**src/rtl/command_frame_receiver.sv**
```systemverilog
// command_frame_receiver
// Receive side of the host-to-FPGA command link. Deserialises 8N1 UART bytes
// and assembles them into opcode frames. Opcodes whose low nibble is F or 7
// carry a 16-bit argument, sent MSB byte first.
module command_frame_receiver #(
  parameter int CLKS_PER_BIT = 868,
  parameter int GAP_TIMEOUT  = 17360
) (
  input  logic        clk,
  input  logic        reset_b,
  input  logic        RsRx,
  output logic [7:0]  Command,
  output logic [15:0] Argument,
  output logic        Rx_Ready,
  output logic        Frame_Error,
  output logic        Busy
);

  localparam int CNT_W = $clog2(CLKS_PER_BIT);
  localparam int GAP_W = $clog2(GAP_TIMEOUT + 1);

  typedef enum logic [2:0] {
    RX_IDLE,
    RX_START,
    RX_DATA,
    RX_STOP,
    RX_WAITHI
  } rx_state_t;

  typedef enum logic [1:0] {
    F_OPCODE,
    F_ARG_HI,
    F_ARG_LO
  } frame_state_t;

  // synchroniser and edge detector
  logic sync1_q, sync1_d;
  logic sync2_q, sync2_d;
  logic rx_prev_q, rx_prev_d;
  logic rx_s;
  logic start_det;

  // bit FSM
  rx_state_t        rx_state_q, rx_state_d;
  logic [CNT_W-1:0] bit_cnt_q, bit_cnt_d;
  logic [2:0]       bit_idx_q, bit_idx_d;
  logic [7:0]       shift_q, shift_d;
  logic             byte_valid_q, byte_valid_d;
  logic             byte_err_q, byte_err_d;

  // frame FSM and gap timer
  frame_state_t     frame_state_q, frame_state_d;
  logic [GAP_W-1:0] gap_q, gap_d;
  logic             gap_run;
  logic             gap_expire;
  logic [7:0]       opcode_q, opcode_d;
  logic [7:0]       arg_hi_q, arg_hi_d;
  logic [7:0]       command_q, command_d;
  logic [15:0]      argument_q, argument_d;
  logic             rx_ready_q, rx_ready_d;
  logic             frame_error_q, frame_error_d;

  assign rx_s      = sync2_q;
  assign start_det = rx_prev_q & ~sync2_q;

  // Two-flop synchroniser on the raw line plus a delayed copy for edge detection
  always_comb begin
    sync1_d   = RsRx;
    sync2_d   = sync1_q;
    rx_prev_d = sync2_q;
  end

  // Bit-level receiver: mid-bit sampling of start, data and stop bits
  always_comb begin
    rx_state_d   = rx_state_q;
    bit_cnt_d    = bit_cnt_q;
    bit_idx_d    = bit_idx_q;
    shift_d      = shift_q;
    byte_valid_d = 1'b0;
    byte_err_d   = 1'b0;
    case (rx_state_q)
      RX_IDLE: begin
        if (start_det) begin
          rx_state_d = RX_START;
          bit_cnt_d  = CNT_W'(CLKS_PER_BIT / 2 - 1);
        end
      end
      RX_START: begin
        if (bit_cnt_q == '0) begin
          if (rx_s) begin
            rx_state_d = RX_IDLE;
          end else begin
            rx_state_d = RX_DATA;
            bit_cnt_d  = CNT_W'(CLKS_PER_BIT - 1);
            bit_idx_d  = 3'd0;
          end
        end else begin
          bit_cnt_d = bit_cnt_q - CNT_W'(1);
        end
      end
      RX_DATA: begin
        if (bit_cnt_q == '0) begin
          shift_d   = {rx_s, shift_q[7:1]};
          bit_cnt_d = CNT_W'(CLKS_PER_BIT - 1);
          if (bit_idx_q == 3'd7) begin
            rx_state_d = RX_STOP;
          end else begin
            bit_idx_d = bit_idx_q + 3'd1;
          end
        end else begin
          bit_cnt_d = bit_cnt_q - CNT_W'(1);
        end
      end
      RX_STOP: begin
        if (bit_cnt_q == '0) begin
          if (rx_s) begin
            byte_valid_d = 1'b1;
            rx_state_d   = RX_IDLE;
          end else begin
            byte_err_d = 1'b1;
            rx_state_d = RX_WAITHI;
          end
        end else begin
          bit_cnt_d = bit_cnt_q - CNT_W'(1);
        end
      end
      RX_WAITHI: begin
        if (rx_s) begin
          rx_state_d = RX_IDLE;
        end
      end
      default: rx_state_d = RX_IDLE;
    endcase
  end

  // Inter-byte gap timer: only counts while waiting for an argument byte on an idle line
  always_comb begin
    gap_run    = (frame_state_q != F_OPCODE) && (rx_state_q == RX_IDLE);
    gap_expire = gap_run && !start_det && (gap_q == GAP_W'(GAP_TIMEOUT - 1));
    if (!gap_run || byte_valid_q || start_det || gap_expire) begin
      gap_d = '0;
    end else begin
      gap_d = gap_q + GAP_W'(1);
    end
  end

  // Frame assembly: byte errors first, then received bytes, then gap expiry
  always_comb begin
    frame_state_d = frame_state_q;
    opcode_d      = opcode_q;
    arg_hi_d      = arg_hi_q;
    command_d     = command_q;
    argument_d    = argument_q;
    rx_ready_d    = 1'b0;
    frame_error_d = 1'b0;
    if (byte_err_q) begin
      frame_error_d = 1'b1;
      frame_state_d = F_OPCODE;
    end else if (byte_valid_q) begin
      case (frame_state_q)
        F_OPCODE: begin
          if (shift_q[3:0] == 4'hF || shift_q[3:0] == 4'h7) begin
            opcode_d      = shift_q;
            frame_state_d = F_ARG_HI;
          end else begin
            command_d  = shift_q;
            argument_d = 16'h0000;
            rx_ready_d = 1'b1;
          end
        end
        F_ARG_HI: begin
          arg_hi_d      = shift_q;
          frame_state_d = F_ARG_LO;
        end
        F_ARG_LO: begin
          command_d     = opcode_q;
          argument_d    = {arg_hi_q, shift_q};
          rx_ready_d    = 1'b1;
          frame_state_d = F_OPCODE;
        end
        default: frame_state_d = F_OPCODE;
      endcase
    end else if (gap_expire) begin
      frame_error_d = 1'b1;
      frame_state_d = F_OPCODE;
    end
  end

  // State registers; synchroniser flops reset to the idle line level
  always_ff @(posedge clk or negedge reset_b) begin
    if (!reset_b) begin
      sync1_q       <= 1'b1;
      sync2_q       <= 1'b1;
      rx_prev_q     <= 1'b1;
      rx_state_q    <= RX_IDLE;
      bit_cnt_q     <= '0;
      bit_idx_q     <= 3'd0;
      shift_q       <= 8'h00;
      byte_valid_q  <= 1'b0;
      byte_err_q    <= 1'b0;
      frame_state_q <= F_OPCODE;
      gap_q         <= '0;
      opcode_q      <= 8'h00;
      arg_hi_q      <= 8'h00;
      command_q     <= 8'h00;
      argument_q    <= 16'h0000;
      rx_ready_q    <= 1'b0;
      frame_error_q <= 1'b0;
    end else begin
      sync1_q       <= sync1_d;
      sync2_q       <= sync2_d;
      rx_prev_q     <= rx_prev_d;
      rx_state_q    <= rx_state_d;
      bit_cnt_q     <= bit_cnt_d;
      bit_idx_q     <= bit_idx_d;
      shift_q       <= shift_d;
      byte_valid_q  <= byte_valid_d;
      byte_err_q    <= byte_err_d;
      frame_state_q <= frame_state_d;
      gap_q         <= gap_d;
      opcode_q      <= opcode_d;
      arg_hi_q      <= arg_hi_d;
      command_q     <= command_d;
      argument_q    <= argument_d;
      rx_ready_q    <= rx_ready_d;
      frame_error_q <= frame_error_d;
    end
  end

  assign Command     = command_q;
  assign Argument    = argument_q;
  assign Rx_Ready    = rx_ready_q;
  assign Frame_Error = frame_error_q;
  assign Busy        = (rx_state_q != RX_IDLE) || (frame_state_q != F_OPCODE);

endmodule

```
**config.mk**
```make
export PLATFORM = sky130hd
export DESIGN_NAME = command_frame_receiver
export DESIGN_NICKNAME = d
export VERILOG_FILES = /design/src/rtl/command_frame_receiver.sv
export SDC_FILE = /design/constraint.sdc
export NUM_CORES = 1
export LEC_CHECK = 0
export CAP_MARGIN = 20
export CORE_MARGIN = 3
export CORE_UTILIZATION = 65
export CTS_BUF_LIST = sky130_fd_sc_hd__clkbuf_4
export DETAILED_ROUTE_END_ITERATION = 16
export DONT_BUFFER_PORTS = 1
export HOLD_SLACK_MARGIN = 0.02
export PLACE_DENSITY = 0.89
export SYNTH_ARGS = -nofsm -noshare
export SYNTH_HDL_FRONTEND = slang
export SYNTH_SLANG_ARGS = --single-unit
```
**constraint.sdc**
```tcl
create_clock -name clk -period 2.31 [get_ports clk]
set_input_delay 0.462 -clock clk [delete_from_list [all_inputs] [get_ports clk]]
set_output_delay 0.462 -clock clk [all_outputs]
set_load 0.01 [all_outputs]
```
Word-level counts from Yosys, hierarchy flattened
Index checks and enable logic that the tools add are counted.
{ "word_totals": {"ff_bits": 88, "out_inout_bits": 27, "inputBits": 3, "elab_cells": 115} }
{ "op_classes": {"n_reduce_logical": 27, "n_addsub": 3, "n_mux": 43, "n_eq_ne": 22, "bitwise": 3} }
{ "ops": {"columns": ["operator", "count"], "rows": [
  ["$mux 10", 5],
  ["$pmux 10 s4", 1],
  ["$mux 3", 11],
  ["$pmux 16 s2", 1],
  ["$ne 2x2->1 const B", 10],
  ["$mux 16", 1],
  ["$pmux 8 s2", 1],
  ["$add 15x1->15 const B", 1],
  ["$eq 15x15->1 const B", 1],
  ["$mux 15", 1],
  ["$pmux 3 s5", 1],
  ["$mux 1", 12],
  ["$reduce_and 4->1", 3],
  ["$logic_not 10->1", 1],
  ["$mux 2", 5],
  ["$sub 10x1->10 const B", 1],
  ["$mux 8", 1],
  ["$eq 3x2->1 const B", 2],
  ["$eq 3x3->1 const B", 2],
  ["$pmux 3 s2", 1],
  ["$reduce_and 6->1", 1],
  ["$reduce_bool 2->1", 3],
  ["$reduce_bool 3->1", 2],
  ["$logic_or 1x1->1", 5],
  ["other kinds (20)", 25]
]} }

Longest topological paths before layout
{ "logic_depth": {"ltp_word": 8, "mapped_depth": 7, "depth_no_buf": 6} }

Worst setup path after synthesis
OpenSTA, ideal clock, no wires.
{ "synth_timing": {"kind": "register to register", "from": "register bit_cnt_q[0]", "to": "register bit_cnt_q[6]", "n_path_buf": 0, "arrival_ns": 1.825, "synth_period_minus_slack_ns": 1.890, "stages_incl_launch_ff": 7, "setup_slack_ns": 0.420, "required_ns": 2.245, "path_cell_list": "dfrtp_1 -> inv_1 -> ha_1 -> or4b_1 -> or2_2 -> a221oi_1 -> o22a_1"} }
{ "synth_between": {"elab_chain_len": 3} }
{ "synth_lines": {"columns": ["item", "line", "rtl"], "rows": [
  ["from (decl)", "45", "logic [CNT_W-1:0] bit_cnt_q, bit_cnt_d;"],
  ["from (signal assigned)", "214", "bit_cnt_q <= bit_cnt_d;"],
  ["$sub 10x1->10 or $logic_not 10->1 (tied branches)", null, null],
  ["$mux 10, or another cell as far along", "115", "if (bit_cnt_q == '0) begin"],
  ["$pmux 10 s4 or $reduce_and 4->1 (tied branches)", null, null]
]} }
Several ways; a longest one is shown, not always the timed one. The select of a mux whose other input is x is not followed.
A chain may end at the register's enable or synchronous reset.

Worst setup path after layout
{ "layout_timing": {"from": "register gap_q[5]", "to": "register gap_q[10]"} }
{ "layout_between": {"elab_chain_len": 4} }
{ "layout_lines": {"columns": ["item", "line", "rtl"], "rows": [
  ["from (decl)", "53", "logic [GAP_W-1:0] gap_q, gap_d;"],
  ["from (signal assigned)", "220", "gap_q <= gap_d;"],
  ["parallel branches: the longest is 3 deep, another holds $add 15x1->15", null, null],
  ["$mux 15 (*)", "140", "if (!gap_run || byte_valid_q || start_det || gap_expire) begin"],
  ["via gap_d[10]", "53", null]
]} }
Mark *: on every way through the listed nets, which the timed path passes.

==> impl_metrics.ini <==
[clock_network]
cts_num_sinks = 88
clockRootBuffer = clkbuf_4
cts_hold_buf = 1
postCtsSetupRepairBufs = 0
clk_latency_ps = 430
htree_levels = 3
cts_tree = built
clockBufferDepth = 2
cts_buffers = 9
cts.clk_slew.worst_paths_ps = 130

[pwr]
power_frac_seq_pct = 55.6
ir_worst_vdd_uv = 743.2
switching_share_pct = 27.04
p_sw_uw = 865.4
finalPower_uw = 3201
power_frac_clock_pct = 29.9
p_int_uw = 2335
p_leak_uw = 0.001909
combPwrFrac_pct = 14.5
cellPowerDensity_nw_per_um2 = 739.3

[drt]
routed_via_density = 6.024
wl_um = 7365
vias = 2741
final_antenna_net_count = 0
first_pass_iters = 4
drtIter0Drc = 177
drcViolationCount = 0
drt-wirelength-per-cell_um = 16.19

[sta]
finalSetupViolCount = 0
hold_slack_ps = -291.3
slew_headroom_pct = 69.25
layout_setup_ws_ps = 263.5
finClkSkew_ps = 17.22
finalCritPeriodShare_pct = 88.60
final_max_slew_viol_count = 0
tightest_slew_ps = 457.0
hold_viol_final = 88
max_freq_ghz = 0.4886
rsz0062_at_grt = false
period_minus_slack_ps = 2047
tns_ps = 0

[place]
hpwlAfterDp_um = 4977
gp_congestion = 0.8459
post-place-ws_ps = 291.4
io_buffers = 0
dp.cells = 438

[global_route]
gr-total-overflow = 0
grt_max_degree = 89
grt.total_usage_pct = 22.32
grt_pass1_vias = 2706
antenna_found_initial = 0
grt_pass1_wl_um = 12810
met2_usage_pct = 35.10
use_met3_pct = 6.602
grt_util_met1_pct = 29.88
gr-max-usage-layer = met2

[synth]
async_reset_ff_share_pct = 100.0
ys.flop_type = dfrtp_1
synth_area_per_cell_um2 = 10.94
yosysWarnings = 0
ys_seq_elements = 88
syn_area_um2 = 4058
synth-edff-count = 0
ys_seq_area_share_pct = 54.36
syn_nets = 379
synth_cell_types = 60
synth_cells = 371

[finish]
num_antenna_cells = 0
syn_to_final_growth_pct = 6.691
layout.cells.non_filler = 455
final-seq-area_um2 = 2206
fillers = 408
layout-drive-gt1-share_pct = 18.42
multi_input_area_um2 = 1754
nets = 383

[critical_path]
path_cells = or4b_1 > nor4_1 > nand2b_1 > buf_4 > nor2_1
regToRegSetupSlack_ps = 260
crit_buf_inv = 1
critical_path.max_stage_delay_ps = 530
crit_path_end_kind = register
path_max_fanout = 9
crit_family = simple AND/OR/NAND/NOR gates
slowest_stage = or4b_1
worstSetupPathType = reg -> reg
critPathArrivalTime_ps = 2370
worstPathRequired_ps = 2630
startpoint_type = register

[floorplanning]
core_area_um2 = 5991
io_pins = 30
die_x_um = 85.01
dieArea_um2 = 7227
start_util_pct = 67.73
rows = 28
die_y_um = 85.01

[hold_path]
hold_path.class = in -> async

[flow_run]
drv_cap = 0

[status]
run_status = finished, violations left
failed_checks = negative hold slack
[cells in the mapped netlist (3+ instances only)]
cell type | count | share of area (%)
a21o_1 | 5 | 0.93
a21oi_1 | 12 | 1.5
a22o_1 | 5 | 1.1
and3_1 | 3 | 0.46
and4_1 | 4 | 0.86
clkbuf_1 | 13 | 1.2
dfrtp_1 | 85 | 52
dfstp_2 | 3 | 1.9
ha_1 | 5 | 1.5
inv_1 | 7 | 0.65
mux2_2 | 23 | 6.4
mux2i_1 | 8 | 2.0
nand2_1 | 51 | 4.7
nand2b_1 | 8 | 1.2
nand3_1 | 7 | 0.86
nand3b_1 | 3 | 0.56
nand4_1 | 4 | 0.62
nor2_1 | 19 | 1.8
nor3_1 | 3 | 0.37
nor3b_1 | 4 | 0.74
nor4_1 | 5 | 0.77
o21ai_0 | 34 | 4.2
or3_1 | 6 | 0.93
xnor2_1 | 5 | 1.1
xor2_1 | 6 | 1.3
[area by class of cell]
cell class	instances	share of cell area (%)
flip-flops and latches	88	50.95
multi-input cells	258	40.52
well taps	75	2.168
repair buffers	11	1.965
clock buffers	11	1.908
clock inverters	5	1.879
inverters	7	0.6069
[sequential cells by signal, summed over array words and instances, names as in the netlist]
signal	cells
opcode_q	8
Argument	16
rx_prev_d	1
byte_err_q	1
rx_prev_q	1
bit_idx_q	3
Frame_Error	1
Rx_Ready	1
rx_state_q	3
gap_q	15
shift_q	8
Command	8
bit_cnt_q	10
arg_hi_q	8
frame_state_q	2
byte_valid_q	1
sync1_q	1
[timing repair]
action | CTS | global route
hold endpoints to repair | 89 | 88
endpoints found under the setup margin | 0 | 0
gates resized for setup | 0 | 0
[stage by stage]
stage / instance area [um2] / util [%]
after global placement: 4155 / 69.36
final: 4329 / 72.26
after global routing: 4329 / 72.26
after floorplan: 4058 / -
after detailed placement: 4155 / 69.36
after CTS: 4329 / 72.26
[logic make-up after synthesis]
group	Yosys count	synth area share (%)
and+or+nand+nor	134	18.32
DFF	88	54.36
AOI/OAI and AO/OA	76	12.12
muxes	32	8.726
buffers and inverters	25	2.559
xor gates and xnor gates	11	2.374
adders and majority gates	5	1.542
[metal layers]
metal / vias up / wire (um)
li1: 1337 / -
met1: 1332 / 3325
met2: 61 / 3597
met3: 11 / 300
met4: 0 / 142
met5: - / 0
[placed cells by master (no fill, tap or decap), types with 3 or more instances in the layout]
cell      instances
a21o_1            5
a21oi_1          12
a22o_1            5
and3_1            3
and4_1            4
buf_4            10
clkbuf_4         11
dfrtp_1          85
dfstp_2           3
ha_1              5
inv_1             7
mux2_2           23
mux2i_1           8
nand2_1          51
nand2b_1          8
nand3_1           7
nand3b_1          3
nand4_1           4
nor2_1           19
nor3_1            3
nor3b_1           4
nor4_1            5
o21ai_0          33
or3_1             6
xnor2_1           5
xor2_1            6
[power by group through the flow]
stage	clock, uW	combinational [uW]	sequential (uW)
3_3_place_gp	0	446	1800
3_5_place_dp	0	462	1800
6_report	958	464	1780
5_1_grt	1050	522	1800
2_1_floorplan	0	403	1760
4_1_cts	981	464	1780
[worst paths after layout]
| check | startpoint | end | cells past startpoint |
|---|---|---|---|
| max | gap_q[5] | gap_q[10] | 5 |
| min | reset_b | Command[6] | 0 |
| max reg2reg | gap_q[5] | gap_q[10] | 5 |
| min reg2reg | sync1_q | rx_prev_d | 0 |
| max in group asynchronous | reset_b | rx_prev_q | 0 |
| min in group clk | sync1_q | rx_prev_d | 0 |
No activity file was read; power rests on OpenSTA's default activity.
